[src/rtl/ext_mem_pkg.sv]
// Shared slot map, grant and window types for the external SRAM arbiter.
package ext_mem_pkg;

   localparam int unsigned SlotA     = 0;
   localparam int unsigned SlotB     = 2;
   localparam int unsigned SlotC     = 5;
   localparam int unsigned SlotD     = 7;
   localparam int unsigned SlotTurnLo = 4;
   localparam int unsigned SlotTurnHi = 9;

   typedef enum logic [1:0] {GNT_IDLE, GNT_CPU, GNT_VID, GNT_RFL} grantE;
   typedef enum logic [2:0] {WIN_A, WIN_B, WIN_C, WIN_D, WIN_NONE} windowE;

   function automatic windowE slotWin(input int unsigned s);
      windowE w;
      case (s)
         SlotA, SlotA + 1: w = WIN_A;
         SlotB, SlotB + 1: w = WIN_B;
         SlotC, SlotC + 1: w = WIN_C;
         SlotD, SlotD + 1: w = WIN_D;
         default:          w = WIN_NONE;
      endcase
      return w;
   endfunction

   function automatic logic isFirstSlot(input int unsigned s);
      return (s == SlotA) || (s == SlotB) || (s == SlotC) || (s == SlotD);
   endfunction

endpackage

[src/rtl/phi2_slot_seq.sv]
// phi2 slot sequencer: slot counter, registered phi2 and access-window decode.
module phi2_slot_seq
   import ext_mem_pkg::*;
#(
   parameter int unsigned PHI_DIV   = 10,
   parameter int unsigned PHI2_RISE = 5
) (
   input  logic   fpgaClk,
   input  logic   fpgaRstN,
   output logic   phi2,
   output logic   firstSlot,
   output logic   secondSlot,
   output windowE enterWin
);

   localparam int unsigned SlotW = $clog2(PHI_DIV);

   logic [SlotW-1:0] slotQ, slotD;
   logic             phi2Q;
   windowE           win;

   always_comb begin
      slotD = (slotQ == SlotW'(PHI_DIV - 1)) ? '0 : slotQ + 1'b1;
   end

   always_ff @(posedge fpgaClk or negedge fpgaRstN) begin
      if (!fpgaRstN) begin
         slotQ <= '0;
         phi2Q <= 1'b0;
      end else begin
         slotQ <= slotD;
         phi2Q <= (slotD >= SlotW'(PHI2_RISE));
      end
   end

   assign phi2 = phi2Q;

   // enterWin names the window whose first slot begins on the coming edge.
   always_comb begin
      win        = slotWin(32'(slotQ));
      firstSlot  = isFirstSlot(32'(slotQ));
      secondSlot = (win != WIN_NONE) && !firstSlot;
      enterWin   = isFirstSlot(32'(slotD)) ? slotWin(32'(slotD)) : WIN_NONE;
   end

endmodule

[src/rtl/ext_mem_arbiter.sv]
// Shares the 8-bit external SRAM between CPU, video fetch and refill DMA
// using four fixed 2-clock windows per phi2 period.
module ext_mem_arbiter
   import ext_mem_pkg::*;
#(
   parameter int unsigned PHI_DIV   = 10,
   parameter int unsigned PHI2_RISE = 5,
   parameter int unsigned ADDR_W    = 24,
   parameter int unsigned RFL_LEN   = 4
) (
   input  logic              fpgaClk,
   input  logic              fpgaRstN,
   output logic              phi2,
   input  logic              cpuEn,
   input  logic              cpuRw,
   input  logic [ADDR_W-1:0] cpuAddr,
   input  logic [7:0]        cpuWdata,
   output logic [7:0]        cpuRdata,
   input  logic              vidReq,
   input  logic [ADDR_W-1:0] vidAddr,
   output logic              vidAck,
   output logic [7:0]        vidData,
   input  logic              rflReq,
   input  logic [ADDR_W-1:0] rflAddr,
   output logic              rflAck,
   output logic              rflDone,
   output logic [7:0]        rflData,
   output logic [ADDR_W-1:0] memAddr,
   output logic [7:0]        memDout,
   input  logic [7:0]        memDin,
   output logic              memOe,
   output logic              memWe
);

   localparam int unsigned BeatW = (RFL_LEN > 1) ? $clog2(RFL_LEN) : 1;

   typedef enum logic {RflIdle, RflBusy} rflStateE;

   logic   firstSlot, secondSlot;
   windowE enterWin;

   phi2_slot_seq #(
      .PHI_DIV   (PHI_DIV),
      .PHI2_RISE (PHI2_RISE)
   ) uSlotSeq (
      .fpgaClk    (fpgaClk),
      .fpgaRstN   (fpgaRstN),
      .phi2       (phi2),
      .firstSlot  (firstSlot),
      .secondSlot (secondSlot),
      .enterWin   (enterWin)
   );

   grantE             gntQ, gntD;
   rflStateE          rflStQ, rflStD;
   logic [BeatW-1:0]  beatQ, beatD, beatAfter;
   logic [ADDR_W-1:0] baseQ, baseD, memAddrQ, memAddrD;
   logic [7:0]        memDoutQ, memDoutD, cpuRdataQ, cpuRdataD;
   logic [7:0]        vidDataQ, vidDataD, rflDataQ, rflDataD;
   logic              rwQ, rwD, memOeQ, memOeD, memWeQ, memWeD;
   logic              vidAckQ, vidAckD, rflAckQ, rflAckD, rflDoneQ, rflDoneD;
   logic              capture, rflBeat, rflLast, busyEff;

   // A burst finishing on this edge must not count as busy for the window opening on it.
   always_comb begin
      capture   = secondSlot && (gntQ != GNT_IDLE);
      rflBeat   = secondSlot && (gntQ == GNT_RFL);
      rflLast   = rflBeat && (beatQ == BeatW'(RFL_LEN - 1));
      busyEff   = (rflStQ == RflBusy) && !rflLast;
      beatAfter = rflBeat ? beatQ + 1'b1 : beatQ;
   end

   always_comb begin
      gntD      = gntQ;
      rwD       = rwQ;
      rflStD    = rflStQ;
      beatD     = beatAfter;
      baseD     = baseQ;
      memAddrD  = memAddrQ;
      memDoutD  = memDoutQ;
      memOeD    = 1'b0;
      memWeD    = 1'b0;
      cpuRdataD = cpuRdataQ;
      vidDataD  = vidDataQ;
      rflDataD  = rflDataQ;
      vidAckD   = 1'b0;
      rflAckD   = 1'b0;
      rflDoneD  = 1'b0;

      if (rflLast) begin
         rflStD = RflIdle;
         beatD  = '0;
      end

      if (capture) begin
         case (gntQ)
            GNT_CPU: if (rwQ) cpuRdataD = memDin;
            GNT_VID: begin
               vidDataD = memDin;
               vidAckD  = 1'b1;
            end
            GNT_RFL: begin
               rflDataD = memDin;
               rflAckD  = 1'b1;
               rflDoneD = rflLast;
            end
            default: ;
         endcase
      end

      if (enterWin != WIN_NONE) begin
         gntD = GNT_IDLE;
         if (enterWin == WIN_C && cpuEn)       gntD = GNT_CPU;
         else if (enterWin == WIN_A && vidReq) gntD = GNT_VID;
         else if (busyEff || rflReq)           gntD = GNT_RFL;

         unique case (gntD)
            GNT_CPU: begin
               rwD      = cpuRw;
               memAddrD = cpuAddr;
               memOeD   = cpuRw;
               if (!cpuRw) memDoutD = cpuWdata;
            end
            GNT_VID: begin
               memAddrD = vidAddr;
               memOeD   = 1'b1;
            end
            GNT_RFL: begin
               memOeD = 1'b1;
               if (busyEff) begin
                  memAddrD = baseQ + ADDR_W'(beatAfter);
               end else begin
                  rflStD   = RflBusy;
                  baseD    = rflAddr;
                  beatD    = '0;
                  memAddrD = rflAddr;
               end
            end
            default: ;
         endcase
      end else if (firstSlot) begin
         memOeD = memOeQ;
         memWeD = (gntQ == GNT_CPU) && !rwQ;
      end else begin
         gntD = GNT_IDLE;
      end
   end

   always_ff @(posedge fpgaClk or negedge fpgaRstN) begin
      if (!fpgaRstN) begin
         gntQ      <= GNT_IDLE;
         rwQ       <= 1'b0;
         rflStQ    <= RflIdle;
         beatQ     <= '0;
         baseQ     <= '0;
         memAddrQ  <= '0;
         memDoutQ  <= '0;
         memOeQ    <= 1'b0;
         memWeQ    <= 1'b0;
         cpuRdataQ <= '0;
         vidDataQ  <= '0;
         rflDataQ  <= '0;
         vidAckQ   <= 1'b0;
         rflAckQ   <= 1'b0;
         rflDoneQ  <= 1'b0;
      end else begin
         gntQ      <= gntD;
         rwQ       <= rwD;
         rflStQ    <= rflStD;
         beatQ     <= beatD;
         baseQ     <= baseD;
         memAddrQ  <= memAddrD;
         memDoutQ  <= memDoutD;
         memOeQ    <= memOeD;
         memWeQ    <= memWeD;
         cpuRdataQ <= cpuRdataD;
         vidDataQ  <= vidDataD;
         rflDataQ  <= rflDataD;
         vidAckQ   <= vidAckD;
         rflAckQ   <= rflAckD;
         rflDoneQ  <= rflDoneD;
      end
   end

   assign memAddr  = memAddrQ;
   assign memDout  = memDoutQ;
   assign memOe    = memOeQ;
   assign memWe    = memWeQ;
   assign cpuRdata = cpuRdataQ;
   assign vidData  = vidDataQ;
   assign vidAck   = vidAckQ;
   assign rflData  = rflDataQ;
   assign rflAck   = rflAckQ;
   assign rflDone  = rflDoneQ;

endmodule

[config.mk]
export PLATFORM = sky130hd
export DESIGN_NAME = ext_mem_arbiter
export DESIGN_NICKNAME = d
export VERILOG_FILES = /design/src/rtl/ext_mem_pkg.sv /design/src/rtl/phi2_slot_seq.sv /design/src/rtl/ext_mem_arbiter.sv
export SDC_FILE = /design/constraint.sdc
export NUM_CORES = 1
export LEC_CHECK = 0
export BUFFER_PORTS_ARGS = -buffer_cell sky130_fd_sc_hd__buf_2
export CORE_MARGIN = 2
export CORE_UTILIZATION = 30
export CTS_CLUSTER_SIZE = 28
export DETAILED_ROUTE_END_ITERATION = 7
export GPL_ROUTABILITY_DRIVEN = 0
export SLEW_MARGIN = 20
export SYNTH_ARGS = -nofsm -noshare
export SYNTH_HDL_FRONTEND = slang
export SYNTH_SLANG_ARGS = --single-unit
[constraint.sdc]
create_clock -name fpgaClk -period 9.3 [get_ports fpgaClk]
set_clock_uncertainty 0.05 [all_clocks]
set_input_delay 1.86 -clock fpgaClk [delete_from_list [all_inputs] [get_ports fpgaClk]]
set_output_delay 1.86 -clock fpgaClk [all_outputs]
set_load 0.01 [all_outputs]
Word level (Yosys, flattened, before mapping)
Memories as Yosys holds them, arrays and structs flattened.
Index checks and enable logic that the tools add are counted.
- memory bits (read-only): 96
- register bits: 96
- RAM bits: 0
- output and inout port bits: 62
- latch bits: 0
- memories kept: 2
- equality and inequality tests: 18
- reduce and logical (&&, ||, !) cells: 31
- $add $sub $neg: 3
- magnitude comparators: 1
- shifts and indexed selects: 0
- multiply operators: 0
- divide/modulo/power cells: 0
- bitwise logic cells: 2
- muxes and demuxes: 30
- memories (name ; depth ; bits a word ; read ports ; clocked after memory_dff ; wr ports ; line ; RTL):
    (no name shown) ; 16 ; 3 ; 1 ; 0 ; 0 ; ext_mem_pkg.sv:16 ; case (s)
    (no name shown) ; 16 ; 3 ; 1 ; 0 ; 0 ; ext_mem_pkg.sv:16 ;
- operators with widths (operator ; count):
    one-hot mux 24 bit (3 select lines) ; 1
    adder 24 x 2 -> 24 bit ; 1
    2-to-1 mux 24 bit ; 1
    2-to-1 mux 2 bit ; 11
    == test 4 x 3 -> 1 bit, second input constant ; 4
    2-to-1 mux 1 bit ; 14
    == test 2 bit, second input constant ; 5
    AND reduction 3 bit ; 3
    == test 4 x 2 -> 1 bit, second input constant ; 2
    logical AND 1 bit ; 8
    logical NOT 4 bit ; 2
    AND reduction 2 bit ; 4
    logical OR 1 bit ; 7
    inequality test 3 bit, second input constant ; 2
    adder 4 x 1 -> 4 bit, second input constant ; 1
    == test 2 x 1 -> 1 bit, second input constant ; 2
    == test 4 bit, second input constant ; 1
    greater-or-equal comparator 4 x 3 -> 1 bit, second input constant ; 1
    2-to-1 mux 4 bit ; 1
    == test 3 x 2 -> 1 bit, second input constant ; 1
    logical NOT 1 bit ; 3
    logical NOT 3 bit ; 1
    2-to-1 mux 3 bit ; 1
    nonzero test 3 bit ; 1
    6 further kinds ; 7

Logic depth before layout (Yosys ltp)
- depth after elaboration: 19
- mapped depth: 14
- gate-level depth less buffers: 12

Modules after synthesis
Synthesis repeated with hierarchy kept, for this count alone.
- cell total of the unflattened synthesis: 465
- area, all modules: 4879.7 um^2
- by module, submodules not included (module ; cells an instance ; times used ; area an instance (um^2)):
    ext_mem_arbiter ; 432 ; 1 ; 4576.9
    phi2_slot_seq ; 33 ; 1 ; 302.8

Least setup slack after synthesis
OpenSTA, ideal clock, no wires.
- path kind: input port to flip-flop
- from: input port cpuEn
- to: register baseQ[10]
- path slack: 5.944 ns
- arrival time: 3.178 ns
- stages on the path: 7
- data required time: 9.123 ns
- buffers on the path: 1
- path through: nor2b_1 > o2bb2ai_1 > a21oi_4 > nand3_2 > nor2_4 > buf_6 > mux2_1
- cells in the longest elaborated chain, start to end: 5
- ends and longest elaborated chain (element ; line ; RTL):
    start: declaration ; ext_mem_arbiter.sv:14 ; input logic cpuEn,
    logical AND 1 bit ; ext_mem_arbiter.sv:113 ; if (enterWin == WIN_C && cpuEn) gntD = GNT_CPU;
    2-to-1 mux 2 bit ; ext_mem_arbiter.sv:113 ;
    2-to-1 mux 2 bit ; ext_mem_arbiter.sv:111 ; if (enterWin != WIN_NONE) begin
    == test 2 bit ; ext_mem_arbiter.sv:117 ; unique case (gntD)
    AND reduction 3 bit (no line) ; - ;
    end signal: assignment ; ext_mem_arbiter.sv:171 ; baseQ <= baseD;
    end: declaration ; ext_mem_arbiter.sv:57 ; logic [ADDR_W-1:0] baseQ, baseD, memAddrQ, memAddrD;
No other way between the ends. The select of a mux whose other input is x is not followed.
A chain may end at the register's enable or synchronous reset.

Worst setup path in the final report
- from: register uSlotSeq.slotQ[2]
- to: register memAddrQ[22], in the netlist memAddr[22]
- cells in the longest elaborated chain, start to end: 18
- ends and longest elaborated chain (element ; line ; RTL):
    start: declaration ; phi2_slot_seq.sv:18 ; logic [SlotW-1:0] slotQ, slotD;
    start signal: assignment ; phi2_slot_seq.sv:31 ; slotQ <= slotD;
    parallel branches: the longest is 18 deep, another holds adder 24 x 2 -> 24 bit ; - ;
    end signal: assignment ; ext_mem_arbiter.sv:172 ; memAddrQ <= memAddrD;
    end: declaration ; ext_mem_arbiter.sv:57 ;
Parallel ways; which one is timed is not known. The select of a mux whose other input is x is not followed.

==> qor.csv <==
stage,metric,value,unit
yosys,async_flop_share,100.0,%
timing,period_needed,4.339,ns
final_layout,multi_input_area,2444,um^2
grt,grt_pass1_vias,4160,
yosys,synth_cell_types,62,
run_status,status,"finished, final reports clean",
cts,hold_buffers,0,
critical_path,startpoint_type,register,
routing,totalWireLength,13770,um
final_layout,most-common-layout-cells,"buf_2 (154), dfrtp_1 (96), nand2_1 (57), nor2_1 (34), mux2_2 (29)",
floorplan,io_pins,156,
timing,max_freq,0.2305,GHz
floorplan,die_h,133.5,um
routing,vias,4038,
cts,path_clk_slew,0.07,ns
floorplan,start_util,30.53,%
grt,grt.busiest_layer,met2,
yosys,postSynthAreaPerCell,11.12,um^2
pwr,vdd_ir_drop_max,0.0001077,V
grt,grtUsageMet1,20.49,%
timing,hold_viol_final,0,
grt,grt_overflow_total,0,
grt,grt_usage,15.90,%
placed_design,dp_slack,4.971,ns
run,cap_violations,0,
grt,grt_max_degree,64,
yosys,syn_area,5027,um^2
hold_path,hold_path.class,reg2reg,
critical_path,critPathLaunch,uSlotSeq.slotQ[2],
grt,grt_pass1_wl,22160,um
final_layout,drive_gt1_share,38.87,%
cts,postCtsSetupBuffers,0,
placed_design,port_buffers,155,
critical_path,worstPathMaxFanout,18,
grt,grt.met3_usage,3.387,%
timing,worst_pin_slew,1.016,ns
timing,finalMaxSlewViolations,0,
floorplan,die_width,133.5,um
critical_path,critPathRequiredTime,9.48,ns
routing,drt_iter0_markers,169,
critical_path,cp_data_arrival_time,4.52,ns
cts,cts_tree,yes,
final_layout,layout.nets,695,
grt,antenna_found_initial,0,
timing,setup_ws,4.961,ns
floorplan,num_rows,47,
final_layout,diodes,0,
hold_path,hp-start,rflData[1],
yosys,synth_ff_type,dfrtp_1,
yosys,ys_seq_area_share,47.78,%
yosys,ys.warnings.count,0,
final_layout,syn_to_final_growth,23.92,%
routing,drc,0,
final_layout,final_common_cell,buf_2,
critical_path,cp-end-kind,register,
routing,first_pass_iters,7,
cts,clock-sinks,96,
floorplan,coreArea,16470,um^2
cts,clk_latency,0.35,ns
yosys,synth_nets,550,
pwr,power_leakage,2.982,nW
pwr,powerDensity,259.0,nW/um^2
floorplan,fp.dieArea,17810,um^2
cts,cts_resized,0,
critical_path,path_class,reg2reg,
critical_path,r2r_start,uSlotSeq.slotQ[2],
yosys,syn_inst,452,
cts,h-tree-depth,3,
cts,clockBufferDepth,2,
yosys,synth_edf_count,0,
final_layout,regArea,2402,um^2
cts,cts-root-buf,clkbuf_16,
timing,setup_tns,0,ns
routing,detail-route-antenna-nets,0,
final_layout,nFillCells,1647,
cts,cts-buffers-inserted,9,
routing,drt-wirelength-per-cell,16.76,um
yosys,ys_ff_latch,96,
timing,grt_setup_unrepaired,false,
timing,finalSetupViolCount,0,
placed_design,dp_hpwl,10450,um
timing,slew_headroom,32.26,%
timing,min_period_over_period,46.65,%
grt,grtUsageMet2,26.72,%
routing,routed_via_density,4.912,
-- metrics by stage --
stage	utilization, %	cell area (um^2)	hold WS [ns]	power, mW	instances
CTS	37.83	6230	0.4192	1.635	822
floorplan	-	5027	0.3792	1.041	452
detailed placement	36.10	5944	0.4093	1.266	806
global route	37.83	6230	0.4591	1.719	822
finish	37.83	6230	0.4263	1.613	822
global placement	36.10	5944	0.4054	1.246	806
-- final cells by class --
type	instances	area share (%)
Sequential cell	96	38.56
Multi-Input combinational cell	325	39.22
Clock inverter	7	0.9640
Tap cell	220	4.419
Timing Repair Buffer	157	12.73
Inverter	8	0.4820
Clock buffer	9	3.615
-- cells in the mapped netlist (4+ instances only) --
cell / number / area share, %
a221oi_2: 8 / 2.4
dfrtp_1: 96 / 48
clkbuf_1: 5 / 0.37
mux2i_1: 10 / 2.0
buf_6: 6 / 1.3
xor2_1: 6 / 1.0
a31oi_1: 9 / 1.1
o22ai_1: 8 / 1.0
mux2_1: 20 / 4.5
buf_2: 7 / 0.70
and3_1: 5 / 0.62
mux2_2: 29 / 6.5
nor2_1: 34 / 2.5
a211oi_2: 5 / 1.2
nand4_1: 6 / 0.75
xnor2_1: 18 / 3.1
o21ai_0: 12 / 1.2
nor3_1: 6 / 0.60
inv_1: 6 / 0.45
nand2_1: 57 / 4.3
o21ai_1: 6 / 0.60
a22oi_1: 4 / 0.60
nand3_1: 13 / 1.3
a2bb2oi_1: 5 / 0.87
a21oi_1: 7 / 0.70
-- worst max-delay path, stage by stage, from the launching register on --
cell and delay, ns:
dfrtp_1 0.78, nor4bb_4 0.47, or3_1 0.20, nand3_1 0.38, xnor2_1 0.40, ha_1 0.25
fa_1 0.25, nand4_1 0.21, nor3_2 0.39, nand4_1 0.17, xnor2_1 0.16, a222oi_1 0.38
a211oi_2 0.12
-- flip-flops by register name, indices dropped and copies added (netlist names) --
register	cells
gntQ	2
rflStQ	1
vidData	8
rflAck	1
cpuRdata	8
memOe	1
rflDone	1
uSlotSeq.slotQ	4
rflData	8
uSlotSeq.phi2	1
beatQ	2
vidAck	1
memAddr	24
memDout	8
memWe	1
rwQ	1
baseQ	24
-- power breakdown --
part	switching (mW)	leakage (nW)	internal [mW]
Combinational	0.287	1.67	0.272
Sequential	0.119	1.17	0.574
Clock	0.175	0.137	0.186
Total	0.581	2.98	1.03
-- metal layers --
layer  up-vias  share of wire [%]
met2       144                 48
met4         0                2.3
met1      1935                 45
met3        21                5.1
li1       1938                  -
met5         -                  0
-- worst paths after layout --
check / to / slack, ns / cells past startpoint
setup / recovery: memAddr[22] / 4.96 / 12
hold / removal: rflData[1] / 0.43 / 2
setup reg to reg: memAddr[22] / 4.96 / 12
hold reg to reg: rflData[1] / 0.43 / 2
max in group asynchronous: baseQ[9] / 6.62 / 2
min in group asynchronous: memAddr[2] / 1.40 / 1
-- cells by family after synthesis --
kind of cell             Yosys count  share of synthesized area [%]
buffers and inverters             31                          3.609
XOR/XNOR                          24                          4.181
adder cells (fa/ha/maj)            4                          1.145
AO/OA/AOI/OAI                     90                          14.98
flip-flops                        96                          47.78
AND/OR/NAND/NOR                  148                          15.33
multiplexers                      59                          12.97
Power figures use the tool's default switching activity.
